==> src/rtl/can_frame_sequencer.sv <==
// CAN 2.0A receive sequencer: walks destuffed bits through the base-frame fields, checks CRC-15 and form.
// Strobes are registered one cycle after the deciding bit; there is no backpressure, so bits arrive only as bit_valid pulses.
module can_frame_sequencer #(
    parameter int IDLE_BITS = 11
) (
    input  logic        clk,
    input  logic        rst,
    input  logic        bit_valid,
    input  logic        rx_bit,
    input  logic        stuff_err,
    output logic        unstuff_en,
    output logic [10:0] id,
    output logic        rtr,
    output logic [3:0]  dlc,
    output logic [7:0]  byte_out,
    output logic        byte_valid,
    output logic        frame_done,
    output logic        frame_err,
    output logic [2:0]  err_code
);

    typedef enum logic [3:0] {
        WAIT_IDLE, IDLE, ID, RTR, IDE, R0, DLC, DATA,
        CRC, CRC_DEL, ACK, ACK_DEL, EOF, INTERMISSION
    } state_t;

    localparam logic [6:0]  IDLE_LAST = 7'(IDLE_BITS - 1);
    localparam logic [14:0] CRC_POLY  = 15'h4599;
    localparam logic [2:0]  ERR_NONE  = 3'd0;
    localparam logic [2:0]  ERR_STUFF = 3'd1;
    localparam logic [2:0]  ERR_FORM  = 3'd2;
    localparam logic [2:0]  ERR_CRC   = 3'd3;
    localparam logic [2:0]  ERR_EXT   = 3'd4;

    state_t      state, state_nxt;
    logic [6:0]  cnt;
    logic [14:0] crc, crc_rx;
    logic [6:0]  data_sr;
    logic [3:0]  dlc_shift, nbytes, nbytes_dlc;
    logic        in_frame, stuff_abort, sof, form_err, ext_err, eof_end, data_last, crc_bit;

    function automatic logic [3:0] byte_count(input logic r, input logic [3:0] d);
        if (r)              return 4'd0;
        else if (d > 4'd8)  return 4'd8;
        else                return d;
    endfunction

    function automatic logic [14:0] crc_step(input logic [14:0] c, input logic b);
        return {c[13:0], 1'b0} ^ ((b ^ c[14]) ? CRC_POLY : 15'd0);
    endfunction

    // dlc_shift is the DLC value including the bit being sampled now
    assign dlc_shift  = {dlc[2:0], rx_bit};
    assign nbytes     = byte_count(rtr, dlc);
    assign nbytes_dlc = byte_count(rtr, dlc_shift);
    assign data_last  = (cnt[2:0] == 3'd7) && (cnt[6:3] == (nbytes - 4'd1));
    assign crc_bit    = state inside {ID, RTR, IDE, R0, DLC, DATA};

    always_ff @(posedge clk or negedge rst) begin
        if (!rst) state <= WAIT_IDLE;
        else      state <= state_nxt;
    end

    always_comb begin
        state_nxt   = state;
        sof         = 1'b0;
        form_err    = 1'b0;
        ext_err     = 1'b0;
        eof_end     = 1'b0;
        in_frame    = state inside {ID, RTR, IDE, R0, DLC, DATA, CRC};
        stuff_abort = stuff_err && in_frame;
        if (stuff_abort) begin
            state_nxt = WAIT_IDLE;
        end else if (bit_valid) begin
            case (state)
                WAIT_IDLE: if (rx_bit && cnt == IDLE_LAST) state_nxt = IDLE;
                IDLE: if (!rx_bit) begin
                    sof       = 1'b1;
                    state_nxt = ID;
                end
                ID:  if (cnt == 7'd10) state_nxt = RTR;
                RTR: state_nxt = IDE;
                IDE: if (rx_bit) begin
                    ext_err   = 1'b1;
                    state_nxt = WAIT_IDLE;
                end else begin
                    state_nxt = R0;
                end
                R0:  state_nxt = DLC;
                DLC: if (cnt == 7'd3) state_nxt = (nbytes_dlc != 4'd0) ? DATA : CRC;
                DATA: if (data_last) state_nxt = CRC;
                CRC: if (cnt == 7'd14) state_nxt = CRC_DEL;
                CRC_DEL: if (rx_bit) state_nxt = ACK;
                         else begin form_err = 1'b1; state_nxt = WAIT_IDLE; end
                ACK: state_nxt = ACK_DEL;
                ACK_DEL: if (rx_bit) state_nxt = EOF;
                         else begin form_err = 1'b1; state_nxt = WAIT_IDLE; end
                EOF: if (!rx_bit) begin
                    form_err  = 1'b1;
                    state_nxt = WAIT_IDLE;
                end else if (cnt == 7'd6) begin
                    eof_end   = 1'b1;
                    state_nxt = INTERMISSION;
                end
                // A dominant third intermission bit is an immediate SOF
                INTERMISSION: if (!rx_bit) begin
                    if (cnt == 7'd2) begin
                        sof       = 1'b1;
                        state_nxt = ID;
                    end else begin
                        form_err  = 1'b1;
                        state_nxt = WAIT_IDLE;
                    end
                end else if (cnt == 7'd2) begin
                    state_nxt = IDLE;
                end
                default: state_nxt = WAIT_IDLE;
            endcase
        end
    end

    always_comb begin
        unstuff_en = in_frame;
    end

    always_ff @(posedge clk or negedge rst) begin
        if (!rst) begin
            cnt        <= '0;
            id         <= '0;
            rtr        <= 1'b0;
            dlc        <= '0;
            byte_out   <= '0;
            data_sr    <= '0;
            crc        <= '0;
            crc_rx     <= '0;
            err_code   <= ERR_NONE;
            byte_valid <= 1'b0;
            frame_done <= 1'b0;
            frame_err  <= 1'b0;
        end else begin
            byte_valid <= 1'b0;
            frame_done <= 1'b0;
            frame_err  <= 1'b0;
            if (stuff_abort) begin
                cnt       <= '0;
                err_code  <= ERR_STUFF;
                frame_err <= 1'b1;
            end else if (bit_valid) begin
                if (state_nxt != state || (state == WAIT_IDLE && !rx_bit)) cnt <= '0;
                else                                                        cnt <= cnt + 7'd1;
                if (crc_bit) crc <= crc_step(crc, rx_bit);
                if (sof) begin
                    id       <= '0;
                    dlc      <= '0;
                    crc      <= '0;
                    err_code <= ERR_NONE;
                end
                if (ext_err) begin
                    err_code  <= ERR_EXT;
                    frame_err <= 1'b1;
                end
                if (form_err) begin
                    err_code  <= ERR_FORM;
                    frame_err <= 1'b1;
                end
                if (eof_end) begin
                    if (crc_rx == crc) frame_done <= 1'b1;
                    else begin
                        err_code  <= ERR_CRC;
                        frame_err <= 1'b1;
                    end
                end
                case (state)
                    ID:  id  <= {id[9:0], rx_bit};
                    RTR: rtr <= rx_bit;
                    DLC: dlc <= dlc_shift;
                    DATA: begin
                        data_sr <= {data_sr[5:0], rx_bit};
                        if (cnt[2:0] == 3'd7) begin
                            byte_out   <= {data_sr, rx_bit};
                            byte_valid <= 1'b1;
                        end
                    end
                    CRC: crc_rx <= {crc_rx[13:0], rx_bit};
                    default: ;
                endcase
            end
        end
    end

endmodule

==> config.mk <==
export PLATFORM = sky130hd
export DESIGN_NAME = can_frame_sequencer
export DESIGN_NICKNAME = d
export VERILOG_FILES = /design/src/rtl/can_frame_sequencer.sv
export SDC_FILE = /design/constraint.sdc
export NUM_CORES = 1
export LEC_CHECK = 0
export CORE_ASPECT_RATIO = 1.75
export CORE_MARGIN = 4
export CORE_UTILIZATION = 30
export DETAILED_ROUTE_END_ITERATION = 7
export PLACE_DENSITY = 0.58
export REMOVE_ABC_BUFFERS = 1
export SYNTH_ARGS = -nofsm -noshare
export SYNTH_HDL_FRONTEND = slang
export SYNTH_SLANG_ARGS = --single-unit
==> constraint.sdc <==
create_clock -name clk -period 3.5 [get_ports clk]
set_input_delay 0.35 -clock clk [delete_from_list [all_inputs] [get_ports clk]]
set_output_delay 0.35 -clock clk [all_outputs]
set_load 0.1 [all_outputs]
Word-level counts from Yosys, hierarchy flattened

Index checks and enable logic that the tools add are counted.

Add/subtract/negate cells: 2
Magnitude comparators: 2
Equal/unequal tests: 22
Muxes and demuxes: 73
Bitwise operators: 3
Reductions and logical operators: 22

Operators with widths:

| cell                                                 | count |
|---|---|
| 2-to-1 mux 4 bit                                     | 21 |
| one-hot mux 4 bit (14 select lines)                  | 1 |
| 2-to-1 mux 15 bit                                    | 3 |
| 2-to-1 mux 1 bit                                     | 32 |
| == test 4 bit, second input constant                 | 6 |
| 2-to-1 mux 3 bit                                     | 8 |
| 2-to-1 mux 11 bit                                    | 2 |
| 2-to-1 mux 7 bit                                     | 3 |
| AND reduction 3 bit                                  | 6 |
| == test 4 x 3 -> 1 bit, second input constant        | 4 |
| == test 15 bit                                       | 1 |
| bitwise XOR 15 bit                                   | 1 |
| == test 7 x 2 -> 1 bit, second input constant        | 2 |
| == test 7 x 4 -> 1 bit, second input constant        | 2 |
| == test 4 x 2 -> 1 bit, second input constant        | 2 |
| greater-than comparator 4 bit, second input constant | 2 |
| nonzero test 2 bit                                   | 4 |
| adder 7 x 1 -> 7 bit, second input constant          | 1 |
| == test 7 x 3 -> 1 bit, second input constant        | 1 |
| nonzero test 7 bit                                   | 1 |
| nonzero test 6 bit                                   | 1 |
| == test 4 x 1 -> 1 bit, second input constant        | 1 |
| == test 4 bit                                        | 1 |
| logical AND 1 bit                                    | 4 |
| 13 further kinds                                     | 14 |

Register bits: 78
Input bits: 5
Output and inout bits: 31
Logic and storage cells: 137

Longest topological paths before layout

Gate-level depths: netlist of the first run.

Depth after elaboration: 15
Gate-level depth with buffers: 10
Gate-level depth less buffers: 10

Least setup slack after synthesis of the first run

Ideal clock, no wire load.

Kind: register to register
From: register state[3]
To: register state[0]
Setup time: 121 ps
Arrival time: 3854 ps
Required time: 3379 ps
Setup slack: -474 ps
Stages on the path, launching flop included: 7
Path buffers: 3
Period minus slack after synthesis: 3974 ps
Path through: dfrtp_1 > buf_4 > clkbuf_1 > o21ai_0 > a21oi_1 > buf_2 > a22o_1

Longest elaborated chain between the ends: 4
Elaborated cells on any way between the ends: 19
Those cells by class: eq/ne: 13; mux: 3; reduce/logical: 3

Ends and longest elaborated chain:

| element                                              | line | text |
|---|---|---|
| start, declared                                      | 35   | `state_t state, state_nxt;` |
| start signal, assigned                               | 61   | `else state <= state_nxt;` |
| == test 4 x 2 -> 1 bit, or another cell as far along | 70   | `in_frame = state inside {ID, RTR, IDE, R0, DLC, DATA, CRC};` |
| nonzero test 7 bit (*)                               | 70   |  |
| named net unstuff_en                                 | 11   | `output logic unstuff_en,` |
| logical AND 1 bit (*)                                | 71   | `stuff_abort = stuff_err && in_frame;` |
| 2-to-1 mux 4 bit (*)                                 | 72   | `if (stuff_abort) begin` |
| named net state_nxt[0]                               | 35   |  |

Mark *: on every way through the listed nets, which the timed path passes. The rest lies on a longest branch.
A chain may end at the register's enable or synchronous reset.

Worst setup path after layout of the first run

From: register rtr
To: register cnt[3]

Longest elaborated chain between the ends: 13
Elaborated cells on any way between the ends: 17
Those cells by class: add/sub: 1; eq/ne: 2; mux: 11; reduce/logical: 3

Ends and longest elaborated chain:

| element                                 | line | text |
|---|---|---|
| start, declared                         | 13   | `output logic rtr,` |
| start signal, assigned                  | 175  | `RTR: rtr <= rx_bit;` |
| 2-to-1 mux 4 bit                        | 43   | `if (r) return 4'd0;` |
| subtractor 4 x 1 -> 4 bit               | 56   | `assign data_last = (cnt[2:0] == 3'd7) && (cnt[6:3] == (nbytes - 4'd1));` |
| == test 4 bit                           | 56   |  |
| logical AND 1 bit                       | 56   |  |
| 2-to-1 mux 4 bit                        | 91   | `DATA: if (data_last) state_nxt = CRC;` |
| one-hot mux 4 bit (14 select lines) (*) | 75   | `case (state)` |
| 2-to-1 mux 4 bit (*)                    | 74   | `end else if (bit_valid) begin` |
| 2-to-1 mux 4 bit (*)                    | 72   |  |
| inequality test 4 bit (*)               | 149  | `if (state_nxt != state \|\| (state == WAIT_IDLE && !rx_bit)) cnt <= '0;` |
| logical OR 1 bit (*)                    | 149  |  |
| 2-to-1 mux 7 bit (*)                    | 149  |  |
| 2-to-1 mux 7 bit (*)                    | 148  | `end else if (bit_valid) begin` |
| 2-to-1 mux 7 bit (*)                    | 144  | `if (stuff_abort) begin` |
| end signal, assigned                    | 150  | `else cnt <= cnt + 7'd1;` |
| end, declared                           | 36   | `logic [6:0] cnt;` |

Mark *: on every way between the ends. The rest lies on a longest branch, timed or not. The select of a mux whose other input is x is not followed.

==> results.md, run 1 <==
- status: finished, final reports clean
- post-route clock skew: 10.3 ps
- CTS tree: done
- top flip-flop cell by instance count after synthesis: dfrtp_1
- placed standard-cell area: 0.00464 sq mm
- num ports: 36
- Final Net Count: 462
- Finished Cell Area: 0.00492 sq mm
- DP Wirelength: 7440 um
- required time at the worst-slack endpoint: 3720 ps
- drc violations: 0
- number of CTS-inserted buffers: 9
- Worst path top cell family by delay: compound AO/OA/AOI/OAI gates
- top library cells by usage in the layout, fill and taps aside: 78 x dfrtp_1, 76 x nand2_1, 33 x clkdlybuf4s50_1
- fraction of power consumed by the clock network: 22.3%
- Slew @ Worst Pin: 1030 ps
- Chip Width: 97.2 um
- CP dominant cell by count: xnor2_1
- part of the power in combinational logic: 45.5%
- diode count: 0
- total setup violations reported at the end of the flow: 0
- worst-path fanout max: 9
- crit share post-route: 81.8%
- Max clock buf depth: 2
- unrepaired setup endpoints after global routing: false
- area growth from synthesis to layout: 18.0%
- global-route wire length before repair: 16800 um
- P_int: 2.26 mW
- cells taking the most area after synthesis: dfrtp_1 47%, nand2_1 6.8%, mux2_2 5.7%, xor2_1 3.8%, o21ai_0 3.5%
- EDFF count, synth: 0
- Synth warnings: 0
- count of unique library cells instantiated by Yosys: 63
- Worst Path Arrival: 3090 ps
- total vias in the final route: 3210
- via count of the first global-routing pass: 3307
- TritonCTS Sinks: 78
- master of the slowest instance on the critical path: a2111oi_4
- startpoint-to-endpoint class of the critical path: flop to flop
- fraction of registers with async set or reset after synthesis: 100%
- library cell occupying the most area in the post-synthesis netlist: dfrtp_1
- Mapped Area: 0.00417 sq mm
- placer's final routability congestion estimate: 0.896
- leak pwr: 2.20 nW
- number of antenna violations at the first check in global routing: 0
- drt first-iter violations: 176
- Core Footprint: 0.0135 sq mm
- Overflow after GRT: 0
- sw power: 1.81 mW
- register clock-pin slew on the reported worst setup and hold paths: 60 ps
- worst voltage drop across the vdd grid: 347 uV
- most common library cell in the layout ignoring fill and taps: dfrtp_1
- shortest period the worst path allows: 2860 ps
- root cell of the clock tree: clkbuf_16
- die area: 0.0159 sq mm
- All-Layer GR Usage: 13.3%
- number of instances in the synthesized netlist: 418
- Net Sw Frac: 44.4%
- worst hold path class: input port to asynchronous set/reset pin
- CP Cell Sequence: nor3b_1, inv_1, ha_1, xnor2_1, xnor2_1, a2111oi_4, o211ai_2, o211ai_4, nor4_1, a211o_1
- average detailed-routed wire length per instance: 16.1 um
- Clk Latency, worst-skew pair: 340 ps
- max-slew violation count: 0
- pwr dens: 826 mW/mm^2
- synthesized area per cell: 9.98 sq um
- Initial Utilization: 30.9%
- sequential fraction of design power: 32.2%
- kind of capture point of the worst setup path: flop
- Max H-tree Level: 3
- worst slew margin relative to its limit: 30.8%
- flip-flop and latch count after synthesis: 78
- number of placed instances with taps included: 616
- endpoints failing hold: 0
- Fmax: 349 MHz
- worst path buffer plus inverter count: 1
- Seq/Total Area, Yosys: 46.8%
- kind of start point of the critical path: flop
- number of buffers added on ports: 35
- longest individual stage delay on the worst path: 490 ps
- fraction of layout instances using a drive strength above 1: 15.1%
- maximum number of pins on one net before global-route repair: 79
- Total Routed Length: 10100 um
- non-filler instance count after layout: 631
- setup bufs post-CTS: 0
- total of cells resized after clock tree synthesis: 0
- drt via density: 5.09
- number of violations of the max-capacitance limit: 0
- fraction of synthesized cell area taken by the top area cell type: 46.8%
- post-cts hold buffer count: 0
- y dimension of the die: 164 um
- number of nets with antenna violations after detailed routing: 0
- 1st-pass router iterations: 4
- floorplan row count: 56
Yosys cell counts, types with 2 or more instances:
master	instances
a31oi_1	3
mux2_2	21
nor3b_1	4
o221ai_1	2
xnor2_1	10
nor4b_1	3
mux2i_1	10
a22o_1	7
nand3_1	13
nand2_1	76
nand3b_1	4
buf_4	4
and3_1	2
nor3_1	11
or2_2	4
xor2_1	18
inv_1	9
ha_1	4
o21ai_2	4
clkbuf_1	8
nor2_1	29
a211o_1	3
nand4_1	3
or3_1	3
dfrtp_1	78
nor2b_1	3
o21ai_0	29
nor4_1	8
a21oi_1	2
buf_6	6
o211ai_1	2
and2_1	2
buf_2	3
power groups by stage:
stage	Clock, mW	Sequential (mW)	Combinational (mW)
after floorplan	0	1.74	0.914
after global routing	0.973	1.34	1.99
after detailed placement	0	1.33	1.86
final	0.906	1.31	1.85
after CTS	0.929	1.32	1.87
after global placement	0	1.32	1.85
cell families after synthesis:
kind of cell | share of synthesized area, %
xor+xnor | 5.88
compound gates | 11.6
mux | 8.43
flops | 46.8
simple gates | 20.8
fa+ha+maj | 1.20
buf+inv | 5.37
layout make-up:
type	count	area, sq um
flip-flops and latches	78	1950
fillers	1397	8600
inverters	11	41.3
clock buffers	11	233
clock inverters	4	48.8
well taps	174	218
multi-input cells	306	2000
repair buffers	47	435
worst paths after layout:
| kind | start | endpoint | slack, ps | cells past startpoint |
|---|---|---|---|---|
| setup / recovery | rtr$_DFFE_PN0P_ | cnt[3]$_DFFE_PN0P_ | 640 | 10 |
| hold / removal | rst | crc[8]$_DFFE_PN0P_ | 170 | 1 |
| setup reg to reg | rtr$_DFFE_PN0P_ | cnt[3]$_DFFE_PN0P_ | 640 | 10 |
| hold reg to reg | byte_out[2]$_DFFE_PN0P_ | byte_out[2]$_DFFE_PN0P_ | 480 | 2 |
| max in group asynchronous | rst | byte_out[2]$_DFFE_PN0P_ | 2700 | 1 |
| min in group clk | byte_out[2]$_DFFE_PN0P_ | byte_out[2]$_DFFE_PN0P_ | 480 | 2 |
through the flow:
stage	utilization [%]	power, mW	hold slack (ps)	TNS (ps)	setup WS [ps]
CTS	36.4	4.11	219	0	633
finish	36.4	4.07	173	0	636
detailed placement	34.3	3.19	468	0	650
global route	36.4	4.31	277	0	478
global placement	34.3	3.17	460	0	727
floorplan	-	2.66	54.4	-8850	-755
sequential cells by signal, indices dropped and copies added (netlist names), 3 cells and up:
name      flops
state         4
data_sr       7
cnt           7
err_code      3
dlc           4
crc_rx       15
byte_out      8
id           11
crc          15
metal layers:
layer / vias up / track usage [%] / part of all wire, %
met3: 25 / 1.78 / 2.9
li1: 1526 / - / -
met1: 1596 / 13.5 / 35
met5: - / 0 / 0
met4: 0 / 7.99 / 3.8
met2: 63 / 25.5 / 58
Power figures use the tool's default switching activity.
==> inputs of run 2 (changes only) <==
PLACE_DENSITY = 0.6   (was 0.58)
clock period = 2.5 ns   (was 3.5 ns; I/O delays follow)
==> run 2 against run 1 <==
Compared with the run above: utilization increased by 2.6 points; largest power group unchanged; setup slack got worse by 630 ps; largest cell class unchanged; critical path depth increased by 1.
==> results.md, run 2 (synthesis results as in run 1) <==
- drt via density: 4.96, -2.4%
- depth of the worst register-to-register path: 11, +1
- Worst path top cell family by delay: compound AO/OA/AOI/OAI gates
- drc violations: 0, unchanged
- num ports: 36, unchanged
- average detailed-routed wire length per instance: 15.6 um, -3.1%
- terminus of the critical flop-to-flop path: cnt[3]$_DFFE_PN0P_
- Reg-to-Reg Start: rtr$_DFFE_PN0P_
- leak pwr: 2.48 nW, +13%
- top library cells by usage in the layout, fill and taps aside: 78 x dfrtp_1, 74 x nand2_1, 73 x buf_4
- fraction of layout instances using a drive strength above 1: 29.1%, +14 points
- flop2flop setup slack: 8 ps, -630 ps
- Total Routed Length: 10400 um, +2.6%
- Overflow after GRT: 0, unchanged
- y dimension of the die: 164 um, unchanged
- required time at the worst-slack endpoint: 2720 ps, -1000 ps
- number of buffers added on ports: 35, unchanged
- most common library cell in the layout ignoring fill and taps: dfrtp_1
- startpoint-to-endpoint class of the critical path: flop to flop
- area growth from synthesis to layout: 26.6%
- floorplan row count: 56, unchanged
- total setup violations reported at the end of the flow: 0, unchanged
- worst voltage drop across the vdd grid: 467 uV, +34%
- Clk Latency, worst-skew pair: 340 ps, about the same
- non-filler instance count after layout: 668, +5.9%
- number of violations of the max-capacitance limit: 0, unchanged
- shortest period the worst path allows: 2490 ps, -372 ps
- 1st-pass router iterations: 5, +1
- master of the slowest instance on the critical path: dfrtp_1
- Max clock buf depth: 2, unchanged
- register clock-pin slew on the reported worst setup and hold paths: 60 ps, about the same
- Max H-tree Level: 3, unchanged
- Filler Cell Count: 1370, -1.9%
- worst slew margin relative to its limit: 48.1%, +17 points
- All-Layer GR Usage: 13.6%, +0.28 points
- Slew @ Worst Pin: 773 ps, -261 ps
- Chip Width: 97.2 um, unchanged
- placer's final routability congestion estimate: 0.935, +4.4%
- Final Net Count: 498, +7.8%
- die area: 0.0159 sq mm, unchanged
- worst-path fanout max: 7, -2
- drt first-iter violations: 157, -11%
- crit share post-route: 99.7%, +18 points
- global-route wire length before repair: 17100 um, +2.2%
- via count of the first global-routing pass: 3433, +3.8%
- Initial Utilization: 30.9%, unchanged
- number of CTS-inserted buffers: 9, unchanged
- unrepaired setup endpoints after global routing: true
- longest individual stage delay on the worst path: 400 ps, -90 ps
- Worst Path Arrival: 2710 ps, -380 ps
- CTS tree: done
- Core Footprint: 0.0135 sq mm, unchanged
- Finished Cell Area: 0.00528 sq mm, +7.3%
- endpoints failing hold: 0, unchanged
- post-route clock skew: 5.27 ps, -5.01 ps
- registers with the highest flip-flop counts: crc x15, crc_rx x15, id x11
- TritonCTS Sinks: 78, unchanged
- kind of start point of the critical path: flop
- diode count: 0, unchanged
- maximum number of pins on one net before global-route repair: 79, unchanged
- total vias in the final route: 3316, +3.3%
- CP Cell Sequence: buf_6, nor2_1, nand2_1, ha_4, xnor2_4, xnor2_2, a2111oi_4, o211ai_2, o211ai_4, nor4_2, a211o_1
- status: finished, final reports clean
- max-slew violation count: 0, unchanged
- number of antenna violations at the first check in global routing: 0, unchanged
- pwr dens: 1160 mW/mm^2, +41%
- worst hold path class: input port to asynchronous set/reset pin
- worst path buffer plus inverter count: 1, unchanged
- DP Wirelength: 7820 um, +5.1%
- Fmax: 401 MHz, +15%
- kind of capture point of the worst setup path: flop
- placed standard-cell area: 0.00484 sq mm, +4.3%
- number of nets with antenna violations after detailed routing: 0, unchanged
- number of placed instances with taps included: 646, +4.9%
- root cell of the clock tree: clkbuf_16
[run 2: cell count changes in the layout (fill, tap and decap cells not counted), moves of 2 or more]
cell,before,now
buf_4,14,73
nand2_1,76,74
buf_6,0,2
nor4_2,0,2
clkdlybuf4s50_1,33,3
buf_12,0,4
nor4_1,8,6
xnor2_1,10,8
nand2_2,0,2
clkinv_2,2,0
[run 2: repair_timing]
item                                   CTS  global route
endpoints found under the hold margin   78             0
setup endpoints to repair                8            15
gates resized for setup                  5             8
hold buffers                             1             0
pin swaps                               10             2
setup buffers                            3             2
[run 2: worst reg2reg max path, cell delays in order (launching register included)]
cell and delay [ps]:
dfrtp_1 400, buf_6 130, nor2_1 90, nand2_1 100, ha_4 200, xnor2_4 130, xnor2_2 160, a2111oi_4 350
o211ai_2 160, o211ai_4 310, nor4_2 80, a211o_1 270
[run 2: how the worst max path moves through the flow]
stage                                    end  cells after the start  slack (ps)               start
after floorplan           cnt[3]$_DFFE_PN0P_                      4       -1750  state[1]$_DFF_PN0_
after global placement    cnt[3]$_DFFE_PN0P_                      8         -90              rx_bit
after detailed placement  cnt[3]$_DFFE_PN0P_                     10        -190     rtr$_DFFE_PN0P_
after CTS                 cnt[3]$_DFFE_PN0P_                     10         -30  dlc[3]$_DFFE_PN0P_
after global routing      cnt[3]$_DFFE_PN0P_                     11        -100     rtr$_DFFE_PN0P_
final                     cnt[3]$_DFFE_PN0P_                     11           8     rtr$_DFFE_PN0P_
[run 2: routing by layer]
layer | routed length, um | GRT usage (%)
met4 | 522 | 9.27
met2 | 5930 | 26.1
met5 | 0 | 0
met3 | 278 | 2.25
met1 | 3680 | 13.0
[run 2: layout make-up]
class | count | area, sq um | area share (%)
Clock buffer | 10 | 229 | 4.33
Inverter | 11 | 41.3 | 0.782
Multi-Input combinational cell | 306 | 2060 | 39.0
Sequential cell | 78 | 1950 | 36.9
Tap cell | 174 | 218 | 4.12
Timing Repair Buffer | 83 | 691 | 13.1
Clock inverter | 6 | 93.8 | 1.78
[run 2: stage by stage]
| step | total power, mW | util [%] | hold slack, ps | setup TNS (ps) | setup slack, ps |
|---|---|---|---|---|---|
| 2_1_floorplan | 3.72 | - | -45.6 | -26150 | -1750 |
| 3_3_place_gp | 4.60 | 35.8 | 298 | -424 | -87.1 |
| 3_5_place_dp | 4.64 | 35.8 | 303 | -910 | -195 |
| 4_1_cts | 6.12 | 38.6 | 487 | -70.1 | -28.6 |
| 5_1_grt | 6.49 | 39.1 | 499 | -304 | -98.9 |
| 6_report | 6.15 | 39.1 | 469 | 0 | 8.02 |
[run 2: power by group]
part	internal [mW]	switching, mW
combinational	1.10	1.86
sequential	1.53	0.255
clock	0.882	0.533
